## config.mk

```make
export PLATFORM = sky130hd
export DESIGN_NAME = bnn_infer_sched_flat
export DESIGN_NICKNAME = d
export VERILOG_FILES = /design/src/rtl/bnn_infer_sched_if.sv /design/src/rtl/bnn_infer_sched.sv /design/src/flat_wrapper.sv
export SDC_FILE = /design/constraint.sdc
export NUM_CORES = 1
export LEC_CHECK = 0
export BUFFER_PORTS_ARGS = -buffer_cell sky130_fd_sc_hd__buf_2
export CORE_AREA = 2 2 157 159
export DETAILED_ROUTE_END_ITERATION = 8
export DIE_AREA = 0 0 159 161
export SETUP_SLACK_MARGIN = 0.15
export SLEW_MARGIN = 20
export SYNTH_ARGS = -nofsm -noshare
export SYNTH_HDL_FRONTEND = slang
export SYNTH_SLANG_ARGS = --single-unit
```

## constraint.sdc

```tcl
create_clock -name clk -period 3.04 [get_ports clk]
set_input_delay 0.304 -clock clk [delete_from_list [all_inputs] [get_ports clk]]
set_output_delay 0.304 -clock clk [all_outputs]
set_load 0.02 [all_outputs]
```

## src/rtl/bnn_infer_sched_if.sv

```systemverilog
// Requester/consumer handshake bundle for the shared BNN inference scheduler.
interface bnn_infer_sched_if #(
    parameter int unsigned REQ_CNT   = 4,
    parameter int unsigned FEAT_CNT  = 19,
    parameter int unsigned FEAT_BITS = 4,
    parameter int unsigned CLASS_CNT = 3
);
    localparam int unsigned IW = (REQ_CNT > 1) ? $clog2(REQ_CNT) : 1;
    localparam int unsigned PW = (CLASS_CNT > 1) ? $clog2(CLASS_CNT) : 1;
    localparam int unsigned FW = FEAT_CNT * FEAT_BITS;

    logic [REQ_CNT-1:0]    req_valid;
    logic [REQ_CNT-1:0]    req_ready;
    logic [REQ_CNT*FW-1:0] req_features;
    logic                  rsp_valid;
    logic                  rsp_ready;
    logic [IW-1:0]         rsp_id;
    logic [PW-1:0]         rsp_prediction;

    // Front-end / result-consumer side
    modport master (
        output req_valid, req_features, rsp_ready,
        input  req_ready, rsp_valid, rsp_id, rsp_prediction
    );

    // Scheduler side
    modport slave (
        input  req_valid, req_features, rsp_ready,
        output req_ready, rsp_valid, rsp_id, rsp_prediction
    );
endinterface

```

## src/rtl/bnn_infer_sched.sv

```systemverilog
// Round-robin scheduler sharing one sequential BNN core among several requesters.
module bnn_infer_sched #(
    parameter  int unsigned REQ_CNT   = 4,
    parameter  int unsigned FEAT_CNT  = 19,
    parameter  int unsigned FEAT_BITS = 4,
    parameter  int unsigned CLASS_CNT = 3,
    parameter  int unsigned LATENCY   = 45,
    localparam int unsigned IW        = (REQ_CNT > 1) ? $clog2(REQ_CNT) : 1,
    localparam int unsigned PW        = (CLASS_CNT > 1) ? $clog2(CLASS_CNT) : 1,
    localparam int unsigned FW        = FEAT_CNT * FEAT_BITS
) (
    input  logic                clk,
    input  logic                rst,
    bnn_infer_sched_if.slave    bus,
    output logic                core_rst,
    output logic [FW-1:0]       core_features,
    input  logic [PW-1:0]       core_prediction,
    output logic                busy
);
    localparam int unsigned CW = (LATENCY > 1) ? $clog2(LATENCY) : 1;

    typedef enum logic [1:0] {
        S_IDLE,
        S_LOAD,
        S_RUN,
        S_HOLD
    } state_t;

    state_t        r_state;
    logic [IW-1:0] r_rr_ptr;
    logic [CW-1:0] r_cnt;
    logic          r_rsp_valid;
    logic [IW-1:0] r_rsp_id;
    logic [PW-1:0] r_rsp_pred;
    logic [FW-1:0] r_core_feat;
    logic          r_core_rst;
    logic          r_busy;

    logic          w_grant_vld;
    logic [IW-1:0] w_grant_idx;
    logic [IW-1:0] w_idx;
    logic [IW-1:0] w_next_ptr;
    logic [FW-1:0] w_feat;

    // Cyclic first-valid search starting at the round-robin pointer
    always_comb begin
        w_grant_vld = 1'b0;
        w_grant_idx = '0;
        w_idx       = '0;
        for (int unsigned k = 0; k < REQ_CNT; k++) begin
            w_idx = IW'((32'(r_rr_ptr) + k) % REQ_CNT);
            if (!w_grant_vld && bus.req_valid[w_idx]) begin
                w_grant_vld = 1'b1;
                w_grant_idx = w_idx;
            end
        end
    end

    // Feature slice of the granted requester and the pointer that follows it
    always_comb begin
        w_feat = '0;
        for (int unsigned k = 0; k < REQ_CNT; k++) begin
            if (w_grant_idx == IW'(k)) begin
                w_feat = bus.req_features[k*FW +: FW];
            end
        end
        w_next_ptr = (w_grant_idx == IW'(REQ_CNT - 1)) ? '0 : w_grant_idx + IW'(1);
    end

    // One-hot accept, only while idle and out of reset
    always_comb begin
        bus.req_ready = '0;
        if (rst && (r_state == S_IDLE) && w_grant_vld) begin
            bus.req_ready[w_grant_idx] = 1'b1;
        end
    end

    // Scheduler FSM with registered core and response outputs
    always_ff @(posedge clk or negedge rst) begin
        if (!rst) begin
            r_state     <= S_IDLE;
            r_rr_ptr    <= '0;
            r_cnt       <= '0;
            r_rsp_valid <= 1'b0;
            r_rsp_id    <= '0;
            r_rsp_pred  <= '0;
            r_core_feat <= '0;
            r_core_rst  <= 1'b1;
            r_busy      <= 1'b0;
        end else begin
            case (r_state)
                S_IDLE: begin
                    if (w_grant_vld) begin
                        r_core_feat <= w_feat;
                        r_rsp_id    <= w_grant_idx;
                        r_rr_ptr    <= w_next_ptr;
                        r_busy      <= 1'b1;
                        r_state     <= S_LOAD;
                    end
                end
                S_LOAD: begin
                    r_cnt      <= CW'(LATENCY - 1);
                    r_core_rst <= 1'b0;
                    r_state    <= S_RUN;
                end
                S_RUN: begin
                    if (r_cnt == '0) begin
                        r_rsp_pred  <= core_prediction;
                        r_rsp_valid <= 1'b1;
                        r_core_rst  <= 1'b1;
                        r_state     <= S_HOLD;
                    end else begin
                        r_cnt <= r_cnt - CW'(1);
                    end
                end
                S_HOLD: begin
                    if (bus.rsp_ready) begin
                        r_rsp_valid <= 1'b0;
                        r_busy      <= 1'b0;
                        r_state     <= S_IDLE;
                    end
                end
                default: begin
                    r_state <= S_IDLE;
                end
            endcase
        end
    end

    assign bus.rsp_valid      = r_rsp_valid;
    assign bus.rsp_id         = r_rsp_id;
    assign bus.rsp_prediction = r_rsp_pred;
    assign core_rst           = r_core_rst;
    assign core_features      = r_core_feat;
    assign busy               = r_busy;
endmodule

```

## src/flat_wrapper.sv

```systemverilog
// flat-port wrapper written by rule: the top's interface ports become plain ports
module bnn_infer_sched_flat 
#(
    parameter  int unsigned REQ_CNT   = 4,
    parameter  int unsigned FEAT_CNT  = 19,
    parameter  int unsigned FEAT_BITS = 4,
    parameter  int unsigned CLASS_CNT = 3,
    parameter  int unsigned LATENCY   = 45,
    localparam int unsigned IW        = (REQ_CNT > 1) ? $clog2(REQ_CNT) : 1,
    localparam int unsigned PW        = (CLASS_CNT > 1) ? $clog2(CLASS_CNT) : 1,
    localparam int unsigned FW        = FEAT_CNT * FEAT_BITS
)
  (clk, rst, core_rst, core_features, core_prediction, busy, bus_req_valid, bus_req_features, bus_rsp_ready, bus_req_ready, bus_rsp_valid, bus_rsp_id, bus_rsp_prediction);
  bnn_infer_sched_if #(.REQ_CNT(REQ_CNT), .FEAT_CNT(FEAT_CNT), .FEAT_BITS(FEAT_BITS), .CLASS_CNT(CLASS_CNT)) bus_i ();
  input  logic clk;
  input  logic rst;
  output logic core_rst;
  output logic [FW-1:0] core_features;
  input  logic [PW-1:0] core_prediction;
  output logic busy;
  input wire logic [$bits(bus_i.req_valid)-1:0] bus_req_valid;
  input wire logic [$bits(bus_i.req_features)-1:0] bus_req_features;
  input wire logic [$bits(bus_i.rsp_ready)-1:0] bus_rsp_ready;
  output wire logic [$bits(bus_i.req_ready)-1:0] bus_req_ready;
  output wire logic [$bits(bus_i.rsp_valid)-1:0] bus_rsp_valid;
  output wire logic [$bits(bus_i.rsp_id)-1:0] bus_rsp_id;
  output wire logic [$bits(bus_i.rsp_prediction)-1:0] bus_rsp_prediction;
  assign bus_i.req_valid = bus_req_valid;
  assign bus_i.req_features = bus_req_features;
  assign bus_i.rsp_ready = bus_rsp_ready;
  assign bus_req_ready = bus_i.req_ready;
  assign bus_rsp_valid = bus_i.rsp_valid;
  assign bus_rsp_id = bus_i.rsp_id;
  assign bus_rsp_prediction = bus_i.rsp_prediction;
  bnn_infer_sched #(.REQ_CNT(REQ_CNT), .FEAT_CNT(FEAT_CNT), .FEAT_BITS(FEAT_BITS), .CLASS_CNT(CLASS_CNT), .LATENCY(LATENCY)) u_core (.clk(clk), .rst(rst), .bus(bus_i), .core_rst(core_rst), .core_features(core_features), .core_prediction(core_prediction), .busy(busy));
endmodule
```

### After elaboration in Yosys (flattened, before gate mapping)

Index checks and enable logic that the tools add are counted.

* shift-type cells: 0
* reduce and logical (&&, ||, !) cells: 22
* order comparisons: 6
* $mul: 0
* add/sub/neg operators: 5
* mux-type cells: 36
* equality and inequality tests: 10
* divide/modulo/power cells: 0
* bitwise operators: 0

Operator list (number)
* $mux 76: 4
* $mux 2: 8
* $lt 2x3->1 const B: 5
* $mux 1: 12
* $pmux 6 s2: 1
* $reduce_and 3->1: 3
* $bmux 1 s2: 4
* $eq 2x2->1 const B: 4
* $pmux 2 s4: 1
* $reduce_and 2->1: 4
* $logic_and 1x1->1: 6
* $logic_not 6->1: 1
* $mux 6: 1
* $pmux 1 s2: 3
* $reduce_bool 2->1: 3
* $sub 6x1->6 const B: 1
* $add 2x1->2 const B: 2
* $add 2x2->2 const B: 2
* $eq 2x1->1 const B: 2
* $logic_not 2->1: 2
* $mux 4: 1
* $ne 2x1->1 const B: 2
* $ne 2x2->1 const B: 2
* $logic_not 1->1: 3
* 2 further kinds: 2

* RAM bits: 0
* bits in registers: 93
* latch bits: 0
* input bits: 313
* memories: 0
* output and inout bits: 87
* logic and storage cells: 88
* ROM bits: 0

### Depth between registers and ports, before layout

* depth in word-level cells: 17
* depth in mapped cells: 11
* gate-level depth less buffers: 9

### Worst setup path before layout

Ideal clock, no wire load.

* kind: register to output
* start point: register u_core.r_rr_ptr[1]
* end point: output bus_req_ready[3]
* path slack: 389 ps
* data arrival time: 2347 ps
* buffers on the path: 3
* required time: 2736 ps
* stages on the path, launching flop included: 9
* cells stage by stage: dfrtp_1 > mux2i_1 > nor2_1 > nor4_1 > ha_1 > clkbuf_1 > clkbuf_1 > clkbuf_1 > and3_1

* longest elaborated chain between the ends: 17
* elaborated cells between the ends (all ways): 32
* classes of those cells: add/sub: 3; order compare: 2; mux: 19; reduce/logical: 8

RTL lines
* start, declared: RTL line bnn_infer_sched.sv:30 `logic [IW-1:0] r_rr_ptr;`
* start signal, assigned: RTL line bnn_infer_sched.sv:96 `r_rr_ptr <= w_next_ptr;`
* branches (longest 11 deep; another with $add 2x1->2)
* $mux 2 (*): RTL line bnn_infer_sched.sv:52 `if (!w_grant_vld && bus.req_valid[w_idx]) begin`
* net u_core.w_grant_idx[0]: RTL line bnn_infer_sched.sv:40 `logic [IW-1:0] w_grant_idx;`
* $lt 2x3->1 (implied by the code) / $ge 2x1->1 (equally long branches): RTL line bnn_infer_sched.sv:74 `bus.req_ready[w_grant_idx] = 1'b1;`
* $logic_and 1x1->1 (implied by the code): RTL line bnn_infer_sched.sv:74
* $mux 1 (implied by the code): RTL line bnn_infer_sched.sv:74
* $demux 1 s2 (*)
* $mux 4 (*): RTL line bnn_infer_sched.sv:73 `if (rst && (r_state == S_IDLE) && w_grant_vld) begin`
* end, declared: RTL line flat_wrapper.sv:24 `output wire logic [$bits(bus_i.req_ready)-1:0] bus_req_ready;`

Mark *: on every way through the listed nets, which the timed path passes. The select of a mux whose other input is x is not followed.

### Worst setup path in the final report

* start point: register u_core.r_rr_ptr[1]
* end point: output bus_req_ready[2]

Same word-level chain as after synthesis.

==> results by group <==
Outcome
  • Status: completed

Placed design
  • Hpwl dp: 18020 um
  • GP Congestion: 0.8770
  • Area after DPL: between 8000 and 9000 um^2
  • Port bufs: 399

Floorplan
  • Die height: 161 um
  • Starting density of the core: between 20 and 25%
  • Placeable Area: ~24000 um^2
  • Die area: 25600 um^2
  • Die Wd: 159 um
  • Ports: 400
  • Row count: 57

Route
  • Met2 routed WL: 11590 um
  • Wire length on met3: 1743 um
  • Highest metal used: met5
  • DRC Markers: 0
  • Routed WL: around 24000 um
  • Vias: 7021
  • Vias/cell: 4.962
  • WL/cell: 16.90 um
  • Initial DRC Count: 572
  • DRT met1 WL: 9944 um
  • Pre-Repair DR Iteration Count: 5
  • Detail Route Antenna Nets: 0

Setup path
  • Worst setup path end: bus_req_ready[2]
  • RR Endpoint: u_core.core_features[6]$_DFFE_PN0P_
  • CP most frequent cell: buf_4
  • Critical Path Fanout Max: 23
  • Setup slack, reg-to-reg: ~0.49 ns
  • Critical path origin: u_core.r_rr_ptr[1]$_DFFE_PN0P_
  • R2R cell count: 11
  • Worst setup SP type: register
  • Worst path max stage delay: 0.46 ns
  • R2r startpoint: u_core.r_rr_ptr[1]$_DFFE_PN0P_
  • CP required: 2.74 ns
  • CP arrival: between 2 and 2.5 ns
  • Worst-path cell chain: mux2i_1 > nor2_1 > nor4_1 > buf_4 > inv_1 > buf_4 > ha_4 > and3_1 > buf_2
  • Crit Path Category: register to output pin
  • Setup crit end kind: output pin
  • Slowest-stage cell, CP: dfrtp_1

Logic synthesis
  • Ys flop type: dfrtp_1
  • Mapped Nets: 1032
  • Yosys warns: 0
  • Proportion of synthesized chip area in sequential cells: 39.06%
  • Synth async-reset ratio: 100.0%
  • Post-synthesis register bit count: 93
  • Synthesized area per cell: 8.407 um^2
  • Number of synthesized flops with an enable pin: 0
  • Mapped Cells: 709
  • Synth unique cells: 41
  • Cell Area, Synth: 5961 um^2

Clock network
  • Reg clk slew, reported paths: approximately 0.080 ns
  • Root Buffer: clkbuf_16
  • Clk sinks: 93
  • CTS tree: yes
  • Total CTS buffers: 9
  • CTS max path bufs: 2
  • CTS H-Tree Depth: 3
  • Later-pin clock latency in the skew report: 0.35 ns

Timing
  • Worst Skew: 0.009584 ns
  • Worst-margin pin slew: 0.6457 ns
  • Tcrit/Tclk final: between 80 and 90%
  • Fmax achieved: 0.3741 GHz
  • Slew headroom: 56.95%
  • Final Max Slew Viols: 0
  • Minimum clock period: 2.673 ns
  • RSZ-0062 raised after global routing: false
  • Setup violations, final: 0
  • Final hold viol count: 0
  • Setup_tns: 0 ns

Pwr
  • Pwr/cell area: 627.6 nW/um^2
  • Leak pwr: 4.732 nW
  • Clk pwr share: 24.9%
  • Internal: 0.003374 W
  • Combinational group share of total power: 46.5%
  • Worst ir drop on vdd: 0.3512 mV
  • NetSw: 0.002160 W
  • Seq pwr share: 28.7%
  • Sw Share: around 39%

Global routing
  • First-pass GRT wire length: about 37000 um
  • Vias in the first global route: 6759
  • GR Overflow Total: 0
  • GRT Util Overall: 17.87%
  • Initial antenna violation count: 5
  • Largest net degree at the start of global routing: 51

Hold path
  • Hold Crit Depth: 2
  • Type of the tightest min-delay check: input port to register

Layout
  • Nets: 1406
  • Share of cells above drive strength 1: 42.28%
  • Area taken by multi-input logic gates: 3003 um^2
  • Final instance area: 8817 um^2
  • Area grow syn2layout: 47.92%
  • Fillers: 2548
  • Reg area: ~2300 um^2

Flow run
  • Max Cap Viol: 0
## critical path: cells and delay by family (launching register included)
kind	cells	cell delay, ns
AND/OR/NAND/NOR	3	0.54
buffers and inverters	4	0.52
flip-flops	1	0.46
adder cells (fa/ha/maj)	1	0.27
multiplexers	1	0.23
## flip-flops by register name, indices dropped and copies added, names as in the netlist
name                       count
u_core.r_cnt                   6
u_core.busy                    1
u_core.bus.rsp_id              2
u_core.core_features          76
u_core.core_rst                1
u_core.bus.rsp_prediction      2
u_core.r_state                 2
u_core.bus.rsp_valid           1
u_core.r_rr_ptr                2
## through the flow
stage	std cells	total power, W	utilization [%]	worst slack (ns)	hold WS [ns]
after floorplan	709	0.003292	-	0.3889	0.008409
after global placement	1395	0.004158	35.26	0.4302	0.2231
after detailed placement	1395	0.004197	35.26	0.3990	0.2211
after CTS	1412	0.005610	36.76	0.3383	0.1626
after global routing	1412	0.005919	36.76	0.2319	0.1769
final	1415	0.005534	36.80	0.3669	0.1839
## timing repair
action,4_1_cts,5_1_grt
setup endpoints to repair,0,0
hold buffers,1,0
resized for setup,0,0
setup buffers,0,0
hold endpoints to repair,16,0
## layout make-up
cell class / instances / share of cell area, %
multi-input combinational: 461 / 34.06
inverter: 86 / 3.661
clock buffer: 9 / 2.554
timing repair buffer: 432 / 27.22
clock inverter: 7 / 1.419
antenna: 3 / 0.08514
tap: 324 / 4.598
sequential: 93 / 26.41
## cell families after synthesis
family          share of synthesized area, %
compound gates                         38.06
fa+ha+maj                              2.099
buf+inv                                11.40
flops                                  39.06
mux                                    1.154
simple gates                           8.228
## Yosys cell counts (all sizes together) (4+ instances only)
cell / instances / area (um^2)
a211o: 76 / 665.6
a21oi: 158 / 790.8
a221oi: 76 / 665.6
and3: 4 / 25.02
buf: 26 / 195.2
clkbuf: 43 / 161.4
dfrtp: 92 / 2302
ha: 10 / 125.1
inv: 86 / 322.8
mux2: 4 / 48.79
nand2: 9 / 36.29
nand2b: 4 / 25.02
nor2: 86 / 322.8
o21ai: 8 / 40.04
## routing by layer
layer  track usage [%]  vias to the layer above
met2             30.02                      298
met1             22.13                     3337
met5                 0                        -
met4             6.983                        2
met3             4.468                       39
li1                  -                     3345
## placed cells by master (no fill, tap or decap), types with 7 or more instances in the layout
master | Yosys | layout
a221oi_1 | 76 | 76
clkbuf_16 | 0 | 9
a21oi_1 | 158 | 158
a211o_1 | 76 | 76
ha_1 | 10 | 7
inv_1 | 86 | 86
o21ai_0 | 8 | 8
nor2_1 | 86 | 86
buf_2 | 12 | 398
buf_4 | 4 | 21
buf_12 | 0 | 12
dfrtp_1 | 92 | 92
nand2_1 | 8 | 8
## worst min path at each step
stage | from | endpoint
after detailed placement | rst | u_core.core_features[54]$_DFFE_PN0P_
after floorplan | rst | u_core.bus.rsp_id[0]$_DFFE_PN0P_
after global placement | rst | u_core.bus.rsp_id[1]$_DFFE_PN0P_
after global routing | core_prediction[1] | u_core.bus.rsp_prediction[1]$_DFFE_PN0P_
after CTS | core_prediction[1] | u_core.bus.rsp_prediction[1]$_DFFE_PN0P_
final | core_prediction[1] | u_core.bus.rsp_prediction[1]$_DFFE_PN0P_
## power by group through the flow
stage | clock [W] | sequential (W) | combinational (W)
floorplan | 0 | 0.00181 | 0.00148
global placement | 0 | 0.00160 | 0.00255
detailed placement | 0 | 0.00160 | 0.00259
CTS | 0.00143 | 0.00159 | 0.00259
global route | 0.00147 | 0.00161 | 0.00284
finish | 0.00138 | 0.00159 | 0.00257
Power figures use the tool's default switching activity.
